### config.mk
export PLATFORM = sky130hd
export DESIGN_NAME = status_flag_stack
export DESIGN_NICKNAME = d
export VERILOG_FILES = /design/src/rtl/status_flag_stack.sv
export SDC_FILE = /design/constraint.sdc
export NUM_CORES = 1
export LEC_CHECK = 0
export BUFFER_PORTS_ARGS = -buffer_cell sky130_fd_sc_hd__buf_2
export CAP_MARGIN = 20
export CORE_ASPECT_RATIO = 0.6
export CORE_MARGIN = 8
export CORE_UTILIZATION = 56
export DETAILED_ROUTE_END_ITERATION = 8
export PLACE_DENSITY = 0.85
export SYNTH_ARGS = -nofsm -noshare
export SYNTH_HDL_FRONTEND = slang
export SYNTH_SLANG_ARGS = --single-unit
### constraint.sdc
create_clock -name clk -period 4.1 [get_ports clk]
set_input_delay 1.23 -clock clk [delete_from_list [all_inputs] [get_ports clk]]
set_output_delay 1.23 -clock clk [all_outputs]
set_load 0.01 [all_outputs]
### src/rtl/status_flag_stack.sv
// Processor status register with a circular shadow stack for nested context save/restore.
// Per-bit flag sources are priority-muxed, then forced through fixed one/zero masks.
module status_flag_stack #(
  parameter int unsigned      WIDTH     = 8,
  parameter int unsigned      DEPTH     = 4,
  parameter logic [WIDTH-1:0] ONE_MASK  = 8'h20,
  parameter logic [WIDTH-1:0] ZERO_MASK = 8'h10,
  parameter int unsigned      Z_BIT     = 1,
  parameter int unsigned      BRK_BIT   = 4
) (
  input  logic                       clk,
  input  logic                       rst,
  input  logic [WIDTH-1:0]           db_in,
  input  logic [WIDTH-1:0]           db_we,
  input  logic [WIDTH-1:0]           man_we,
  input  logic                       man_val,
  input  logic [WIDTH-1:0]           alu_we,
  input  logic [WIDTH-1:0]           alu_flags,
  input  logic                       zero_we,
  input  logic                       push,
  input  logic                       pop,
  input  logic                       push_brk,
  input  logic                       break_set,
  input  logic                       err_clr,
  output logic [WIDTH-1:0]           flags_out,
  output logic [WIDTH-1:0]           stack_top,
  output logic [$clog2(DEPTH+1)-1:0] depth,
  output logic                       ovf_err,
  output logic                       udf_err
);

  localparam int unsigned     DW     = $clog2(DEPTH + 1);
  localparam int unsigned     PtrW   = (DEPTH > 1) ? $clog2(DEPTH) : 1;
  localparam logic [PtrW-1:0] PtrMax = PtrW'(DEPTH - 1);
  localparam logic [DW-1:0]   Full   = DW'(DEPTH);

  logic [WIDTH-1:0] flags_q, flags_d;
  logic [WIDTH-1:0] mem_q [DEPTH];
  logic [PtrW-1:0]  ptr_q, ptr_d, ptr_next, ptr_prev, wr_ptr;
  logic [DW-1:0]    depth_q, depth_d;
  logic             ovf_q, ovf_d, udf_q, udf_d;
  logic             ovf_ev, udf_ev, wr_en, empty, full;
  logic [WIDTH-1:0] upd, push_val, top_val;

  function automatic logic [WIDTH-1:0] apply_mask(input logic [WIDTH-1:0] v);
    return (v & ~ZERO_MASK) | ONE_MASK;
  endfunction

  assign empty    = (depth_q == '0);
  assign full     = (depth_q == Full);
  assign top_val  = mem_q[ptr_q];
  assign ptr_next = (ptr_q == PtrMax) ? '0 : ptr_q + PtrW'(1);
  assign ptr_prev = (ptr_q == '0) ? PtrMax : ptr_q - PtrW'(1);

  // Priority per bit: ALU, zero test (Z only), manual, data bus, hold.
  always_comb begin
    upd = flags_q;
    for (int unsigned i = 0; i < WIDTH; i++) begin
      if (alu_we[i]) begin
        upd[i] = alu_flags[i];
      end else if ((i == Z_BIT) && zero_we) begin
        upd[i] = (db_in == '0);
      end else if (man_we[i]) begin
        upd[i] = man_val;
      end else if (db_we[i]) begin
        upd[i] = db_in[i];
      end
    end
  end

  always_comb begin
    push_val          = flags_q;
    push_val[BRK_BIT] = push_brk;
    push_val          = push_val | ONE_MASK;
  end

  always_comb begin
    flags_d = apply_mask(upd);
    ptr_d   = ptr_q;
    depth_d = depth_q;
    wr_en   = 1'b0;
    wr_ptr  = ptr_q;
    ovf_ev  = 1'b0;
    udf_ev  = 1'b0;
    if (push && pop && !empty) begin
      // Swap: current image replaces the top entry in place.
      flags_d = apply_mask(top_val);
      wr_en   = 1'b1;
    end else if (push) begin
      wr_en  = 1'b1;
      wr_ptr = ptr_next;
      ptr_d  = ptr_next;
      udf_ev = pop;
      if (full) begin
        ovf_ev = 1'b1;
      end else begin
        depth_d = depth_q + DW'(1);
      end
    end else if (pop) begin
      if (empty) begin
        udf_ev = 1'b1;
      end else begin
        flags_d = apply_mask(top_val);
        ptr_d   = ptr_prev;
        depth_d = depth_q - DW'(1);
      end
    end
    ovf_d = ovf_ev | (ovf_q & ~err_clr);
    udf_d = udf_ev | (udf_q & ~err_clr);
  end

  always_ff @(posedge clk) begin
    if (rst) begin
      flags_q <= ONE_MASK;
      ptr_q   <= '0;
      depth_q <= '0;
      ovf_q   <= 1'b0;
      udf_q   <= 1'b0;
      for (int i = 0; i < DEPTH; i++) begin
        mem_q[i] <= '0;
      end
    end else begin
      flags_q <= flags_d;
      ptr_q   <= ptr_d;
      depth_q <= depth_d;
      ovf_q   <= ovf_d;
      udf_q   <= udf_d;
      if (wr_en) begin
        mem_q[wr_ptr] <= push_val;
      end
    end
  end

  always_comb begin
    flags_out          = flags_q;
    flags_out[BRK_BIT] = break_set;
    flags_out          = flags_out | ONE_MASK;
  end

  assign stack_top = empty ? '0 : top_val;
  assign depth     = depth_q;
  assign ovf_err   = ovf_q;
  assign udf_err   = udf_q;

endmodule

==> results of run 1 <==
==> per-stage QoR <==
stage | setup WS [ns] | total power (uW) | util
floorplan | 1.52 | 925 | -
detailed placement | 1.00 | 1060 | 0.661
CTS | 0.981 | 1320 | 0.682
global route | 0.871 | 1390 | 0.682
finish | 1.01 | 1320 | 0.682
global placement | 1.03 | 1040 | 0.661
==> cell type report <==
type | instances | area (sq um)
clock inverter | 2 | 13.8
clock buffer | 6 | 72.6
inverter | 14 | 52.6
sequential | 47 | 1260
fill | 327 | 1330
tap | 60 | 75.1
timing repair buffer | 60 | 305
multi-input combinational | 147 | 1060
==> worst paths after layout <==
path / end / cells past startpoint
worst max-delay path: stack_top[7] / 3
worst min-delay path: ovf_err / 2
worst max register to register: mem_q[1][0] / 4
worst min register to register: ovf_err / 2
==> critical path, stage by stage (launching register included) <==
cell and delay [ns]:
dfxtp_1 0.66, mux4_2 0.60, and2b_1 0.17, buf_2 0.13
==> cells in the final DEF (no fill, tap or decap), drive strengths merged, types with 8 or more instances in the layout <==
cell type	n
and2	8
mux2i	11
mux4	8
nor2	30
inv	14
dfxtp	15
nand2	16
buf	60
nor2b	8
edfxtp	32
o21ai	10
==> state kept, by name, summed over array words and instances (netlist names), named ones only <==
register,cells
depth,3
ptr_q,2
mem_q,32
ovf_err,1
flags_q,6
udf_err,1
==> where the power goes <==
part / internal (uW) / total (uW) / switching, uW / leakage, uW
logic: 180 / 402 / 222 / 0.000730
registers: 576 / 647 / 71.0 / 0.000457
clock network: 121 / 275 / 154 / 0.0000452
==> per-layer routing <==
metal  global-route usage  vias up  share of wire
li1                     -      888              -
met1                0.240      894           0.44
met2                0.300       89           0.45
met3               0.0533        7           0.10
met4               0.0497        0          0.010
met5                    0        -              0
==> cell families (layout without fill, tap and decap cells) <==
family / count (synthesis) / after routing / synth area share
muxes: 20 / 20 / 0.122
buffers and inverters: 28 / 82 / 0.0593
DFF: 47 / 47 / 0.511
other: 1 / 1 / 0.00152
and+or+nand+nor: 87 / 87 / 0.176
AOI/OAI and AO/OA: 34 / 34 / 0.104
adders and majority gates: 3 / 3 / 0.0182
xor gates and xnor gates: 2 / 2 / 0.00710
==> flow_metrics.env, run 1 <==
export IMPL_outcome="complete, no violations"
export IMPL_ys_flop_type="edfxtp_1"
export IMPL_port_buffers=58
export IMPL_die_h_um=67.4
export IMPL_netlist_cell_type_count=46
export IMPL_ctsResizeCount=0
export IMPL_hp_class="reg2reg"
export IMPL_num_vias=1878
export IMPL_synthToLayoutAreaGrowth_pct=15.1
export IMPL_wl_per_cell_um=17.6
export IMPL_grt_pass1_vias=1904
export IMPL_fin_hold_ws_ns=0.483
export IMPL_fin_setup_tns_ns=0
export IMPL_cp_arrival_ns=1.86
export IMPL_grt_pass1_wl_um=9630
export IMPL_dp_cells=328
export IMPL_tritoncts_num_buffers=5
export IMPL_r2r_setup_slack_ns=1.44
export IMPL_final_cells=336
export IMPL_grt_max_degree=23
export IMPL_irDropWorstVdd_v=0.000208
export IMPL_final_layout_size_suffix_gt1_frac=0.308
export IMPL_maxCapViolations=0
export IMPL_crit_required_ns=2.87
export IMPL_rr_startpoint="depth[2]"
export IMPL_slew_headroom=0.372
export IMPL_crit_type="reg2out"
export IMPL_cts_tree="done"
export IMPL_cts_hold_buf=0
export IMPL_viasPerCell=5.59
export IMPL_worstHoldStart="ovf_err"
export IMPL_placed_area_sq_mm=0.00276
export IMPL_cts_sinks=47
export IMPL_post_cts_buffers=0
export IMPL_max_freq_ghz=0.323
export IMPL_synth_edf_count=32
export IMPL_pin_count=70
export IMPL_clock_path_buffers=2
export IMPL_hpwlAfterDp_um=4470
export IMPL_path_max_fanout=8
export IMPL_synthTopCellsByArea="edfxtp_1 (39%), dfxtp_1 (12%), mux4_2 (7.3%)"
export IMPL_initial_utilization=0.592
export IMPL_die_x_um=102
export IMPL_final_area_sq_mm=0.00284
export IMPL_cts_root_buffer="clkbuf_8"
export IMPL_grt_antenna_before_repair=0
export IMPL_clock_latency_ns=0.30
export IMPL_rows=18
export IMPL_place_gp_congestion=0.871
export IMPL_syn_num_nets=274
export IMPL_synthCells=222
export IMPL_finalSetupViolations=0
export IMPL_syn_avg_cell_area_sq_um=11.1
export IMPL_yosys_top_cells_count="edfxtp_1 (32), nor2_1 (30), nand2_1 (16)"
export IMPL_design_core_area_sq_mm=0.00417
export IMPL_min_period_ns=3.09
export IMPL_grt_total_usage=0.185
export IMPL_drv_slew=0
export IMPL_power_density_mw_per_mm2=466
export IMPL_fin_nets=327
export IMPL_synth_top_area_frac=0.389
export IMPL_ys_seq_elements=47
export IMPL_period_share=0.754
export IMPL_synth_area_leader_cell="edfxtp_1"
export IMPL_antenna_cells=0
export IMPL_rsz0062_at_grt="false"
export IMPL_finalHoldViolations=0
export IMPL_dr_pass1_iters=4
export IMPL_worst_pin_slew_ns=0.941
export IMPL_synth_most_common_cell="edfxtp_1"
export IMPL_syn_cell_area_sq_mm=0.00247
export IMPL_p_leak_uw=0.00123
export IMPL_drt_wl_total_um=5930
export IMPL_critPathCaptureType="output pin"
export IMPL_synth_seq_area_share=0.511
export IMPL_cts_max_level=2
export IMPL_clk_pin_slew_ns=0.09
export IMPL_overflow=0
export IMPL_cp_start_kind="register"
export IMPL_ys_warnings_count=0
export IMPL_fp_dieArea_sq_mm=0.00686
export IMPL_synthArstFlopShare=0
export IMPL_clock_skew_ns=0.0152
export IMPL_drc=0
export IMPL_ant_nets=0
export IMPL_initialDrtViolationCount=176
No activity file was read; power rests on OpenSTA's default activity.
==> inputs of run 2 (changes only) <==
--- a/config.mk
+++ b/config.mk
@@ -5,13 +5,14 @@
 export SDC_FILE = /design/constraint.sdc
 export NUM_CORES = 1
 export LEC_CHECK = 0
+export ABC_AREA = 1
 export BUFFER_PORTS_ARGS = -buffer_cell sky130_fd_sc_hd__buf_2
 export CAP_MARGIN = 20
 export CORE_ASPECT_RATIO = 0.6
 export CORE_MARGIN = 8
-export CORE_UTILIZATION = 56
+export CORE_UTILIZATION = 48
 export DETAILED_ROUTE_END_ITERATION = 8
-export PLACE_DENSITY = 0.85
+export PLACE_DENSITY = 0.76
 export SYNTH_ARGS = -nofsm -noshare
 export SYNTH_HDL_FRONTEND = slang
 export SYNTH_SLANG_ARGS = --single-unit
==> constraint.sdc (replaced) <==
create_clock -name clk -period 2.5 [get_ports clk]
set_input_delay 0.75 -clock clk [delete_from_list [all_inputs] [get_ports clk]]
set_output_delay 0.75 -clock clk [all_outputs]
set_load 0.01 [all_outputs]
==> run 2 against run 1 <==
Net effect: final cell count up 37%; first-iteration DRC count down 15%; synthesized cell count up 45%; clock-buffer cell count up 1; area after synthesis up 8.5%; sequential cell count unchanged; combinational power up 130%; worst hold slack worse by 0.014 ns; global-route usage down 2.1 points; critical endpoint is now stack_top[2]; largest power group unchanged.
==> flow_metrics.env, run 2 <==
export IMPL_cp_start_kind="register"
export IMPL_post_cts_buffers=0
export IMPL_rr_endpoint="mem_q[2][5]"
export IMPL_viasPerCell=5.06
export IMPL_cts_root_buffer="clkbuf_8"
export IMPL_path_max_fanout=9
export IMPL_num_vias=2321
export IMPL_ff2ff_path_depth=6
export IMPL_clk_pin_slew_ns=0.08
export IMPL_rr_startpoint="ptr_q[0]"
export IMPL_synth_top_family_by_area="simple AND/OR/NAND/NOR gates"
export IMPL_rows=21
export IMPL_min_period_ns=2.32
export IMPL_r2r_setup_slack_ns=0.48
export IMPL_hold_path_end="udf_err"
export IMPL_final_cell_mix="nand2_1 (80), buf_2 (58), nor2_1 (53), edfxtp_1 (32), inv_1 (26)"
export IMPL_crit_slowest_cell="dfxtp_1"
export IMPL_synth_most_common_cell="nand2_1"
export IMPL_grt_max_degree=18
export IMPL_num_fill_cells=520
export IMPL_max_flop_register="mem_q"
export IMPL_regArea_sq_mm=0.00126
export IMPL_worst_path_buf_inv=2
export IMPL_yosys_top_cells_count="nand2_1 (80), nor2_1 (53), edfxtp_1 (32)"
export IMPL_netlist_cell_type_count=37
export IMPL_clock_skew_ns=0.00490
export IMPL_synthMuxAreaShare=0
export IMPL_power_uw=2510
export IMPL_period_share=0.927
export IMPL_synthCells=322
export IMPL_finalSetupViolations=0
export IMPL_synth_seq_area_share=0.471
export IMPL_outcome="complete, no violations"
export IMPL_synthXorXnorAreaFrac=0.00327
export IMPL_grt_antenna_before_repair=0
export IMPL_synthToLayoutAreaGrowth_pct=18.3
export IMPL_fin_nets=441
export IMPL_drt_wl_total_um=6710
export IMPL_wl_per_cell_um=14.6
export IMPL_antenna_cells=0
export IMPL_crit_family="flip-flops"
export IMPL_cts_hold_buf=0
export IMPL_multi_input_area_sq_mm=0.00120
export IMPL_synthAdderAreaFrac=0.0168
export IMPL_p_leak_uw=0.00145
export IMPL_hold_path_depth=2
export IMPL_maxCapViolations=0
export IMPL_power_density_mw_per_mm2=791
export IMPL_postLayoutCoreUtil=0.577
export IMPL_syn_avg_cell_area_sq_um=8.32
export IMPL_die_h_um=73.9
export IMPL_rsz0062_at_grt="false"
export IMPL_cts_max_level=2
export IMPL_grt_pass1_wl_um=10700
export IMPL_syn_cell_area_sq_mm=0.00268
export IMPL_final_layout_size_suffix_gt1_frac=0.297
export IMPL_hp_class="reg2reg"
export IMPL_drc=0
export IMPL_synth_edf_count=32
export IMPL_cts_sinks=47
export IMPL_finalHoldViolations=0
export IMPL_die_x_um=112
export IMPL_synth_compound_area_frac=0.0729
export IMPL_grt_total_usage=0.165
export IMPL_place_gp_congestion=0.813
export IMPL_fp_dieArea_sq_mm=0.00831
export IMPL_largest_register_ffs=32
export IMPL_ys_seq_elements=47
export IMPL_port_buffers=58
export IMPL_initialDrtViolationCount=150
export IMPL_critPathMaxStageDelay_ns=0.48
export IMPL_max_freq_ghz=0.431
export IMPL_synth_simple_area_share=0.352
export IMPL_worstHoldStart="udf_err"
export IMPL_syn_num_nets=374
export IMPL_crit_required_ns=1.75
export IMPL_ys_flop_type="edfxtp_1"
export IMPL_synthTopCellsByArea="edfxtp_1 (36%), dfxtp_1 (11%), nand2_1 (11%)"
export IMPL_synth_area_leader_cell="edfxtp_1"
export IMPL_design_core_area_sq_mm=0.00549
export IMPL_overflow=0
export IMPL_synth_top_area_frac=0.359
export IMPL_fin_setup_tns_ns=0
export IMPL_ys_warnings_count=0
export IMPL_drv_slew=0
export IMPL_initial_utilization=0.488
export IMPL_final_common_cell="nand2_1"
export IMPL_irDropWorstVdd_v=0.000366
export IMPL_cp_cell_sequence="nor2_4 -> nand2_4 -> clkinv_2 -> a21oi_1 -> buf_2"
export IMPL_ant_nets=0
export IMPL_cp_arrival_ns=1.57
export IMPL_crit_type="reg2out"
export IMPL_synthArstFlopShare=0
export IMPL_hpwlAfterDp_um=5240
export IMPL_dr_pass1_iters=4
export IMPL_clock_latency_ns=0.30
export IMPL_critPathCaptureType="output pin"
export IMPL_clock_path_buffers=2
export IMPL_grt_pass1_vias=2277
export IMPL_cts_tree="done"
export IMPL_tritoncts_num_buffers=5
export IMPL_pin_count=70
run 2: worst min-delay path, stage by stage, from the launching register on:
cell,delay [ns]
dfxtp_1,0.31
nand2_1,0.06
a21oi_1,0.05
run 2: area by class of cell:
cell class / instances / area share
multi-input cells: 230 / 0.378
inverters: 36 / 0.0458
repair buffers: 69 / 0.118
clock inverters: 1 / 0.00948
flip-flops and latches: 47 / 0.398
well taps: 69 / 0.0273
clock buffers: 7 / 0.0241
run 2: cell families (layout without fill, tap and decap cells):
family,count (synthesis),after routing
AND/OR/NAND/NOR,189,189
flip-flops,47,47
buffers and inverters,45,113
AO/OA/AOI/OAI,36,36
adder cells (fa/ha/maj),3,3
other,1,1
XOR/XNOR,1,1
run 2: report_power, final:
part	leakage (uW)	internal, uW	switching [uW]
Combinational	0.000936	319	624
Clock	0.0000524	299	246
Sequential	0.000457	946	72.8
Total	0.00145	1560	942
run 2: repair_timing:
item	CTS	global route
resized for setup	1	0
endpoints found under the setup margin	3	0
endpoints found under the hold margin	0	0
run 2: how the worst max path moves through the flow:
stage	start	to	slack [ns]	cells past startpoint
2_1_floorplan	rst	mem_q[0][0]	0.31	7
3_3_place_gp	push	mem_q[2][4]	0.17	9
5_1_grt	depth[0]	stack_top[2]	0.06	5
6_report	depth[0]	stack_top[2]	0.18	5
3_5_place_dp	push	mem_q[2][3]	0.08	9
4_1_cts	depth[0]	stack_top[2]	0.17	5
run 2: per-layer routing:
layer  vias up  track usage  share of wire
met4         0       0.0297         0.0028
met3         4       0.0345          0.060
met2        59        0.274           0.47
met1      1084        0.219           0.46
li1       1174            -              -
met5         -            0              0
run 2: stage by stage:
stage / worst slack [ns] / cells / hold slack (ns) / cell area, sq um
2_1_floorplan: 0.314 / 322 / 0.485 / 2680
3_3_place_gp: 0.171 / 451 / 0.451 / 3060
3_5_place_dp: 0.0820 / 451 / 0.461 / 3060
4_1_cts: 0.169 / 459 / 0.473 / 3170
5_1_grt: 0.0588 / 459 / 0.501 / 3170
6_report: 0.182 / 459 / 0.468 / 3170
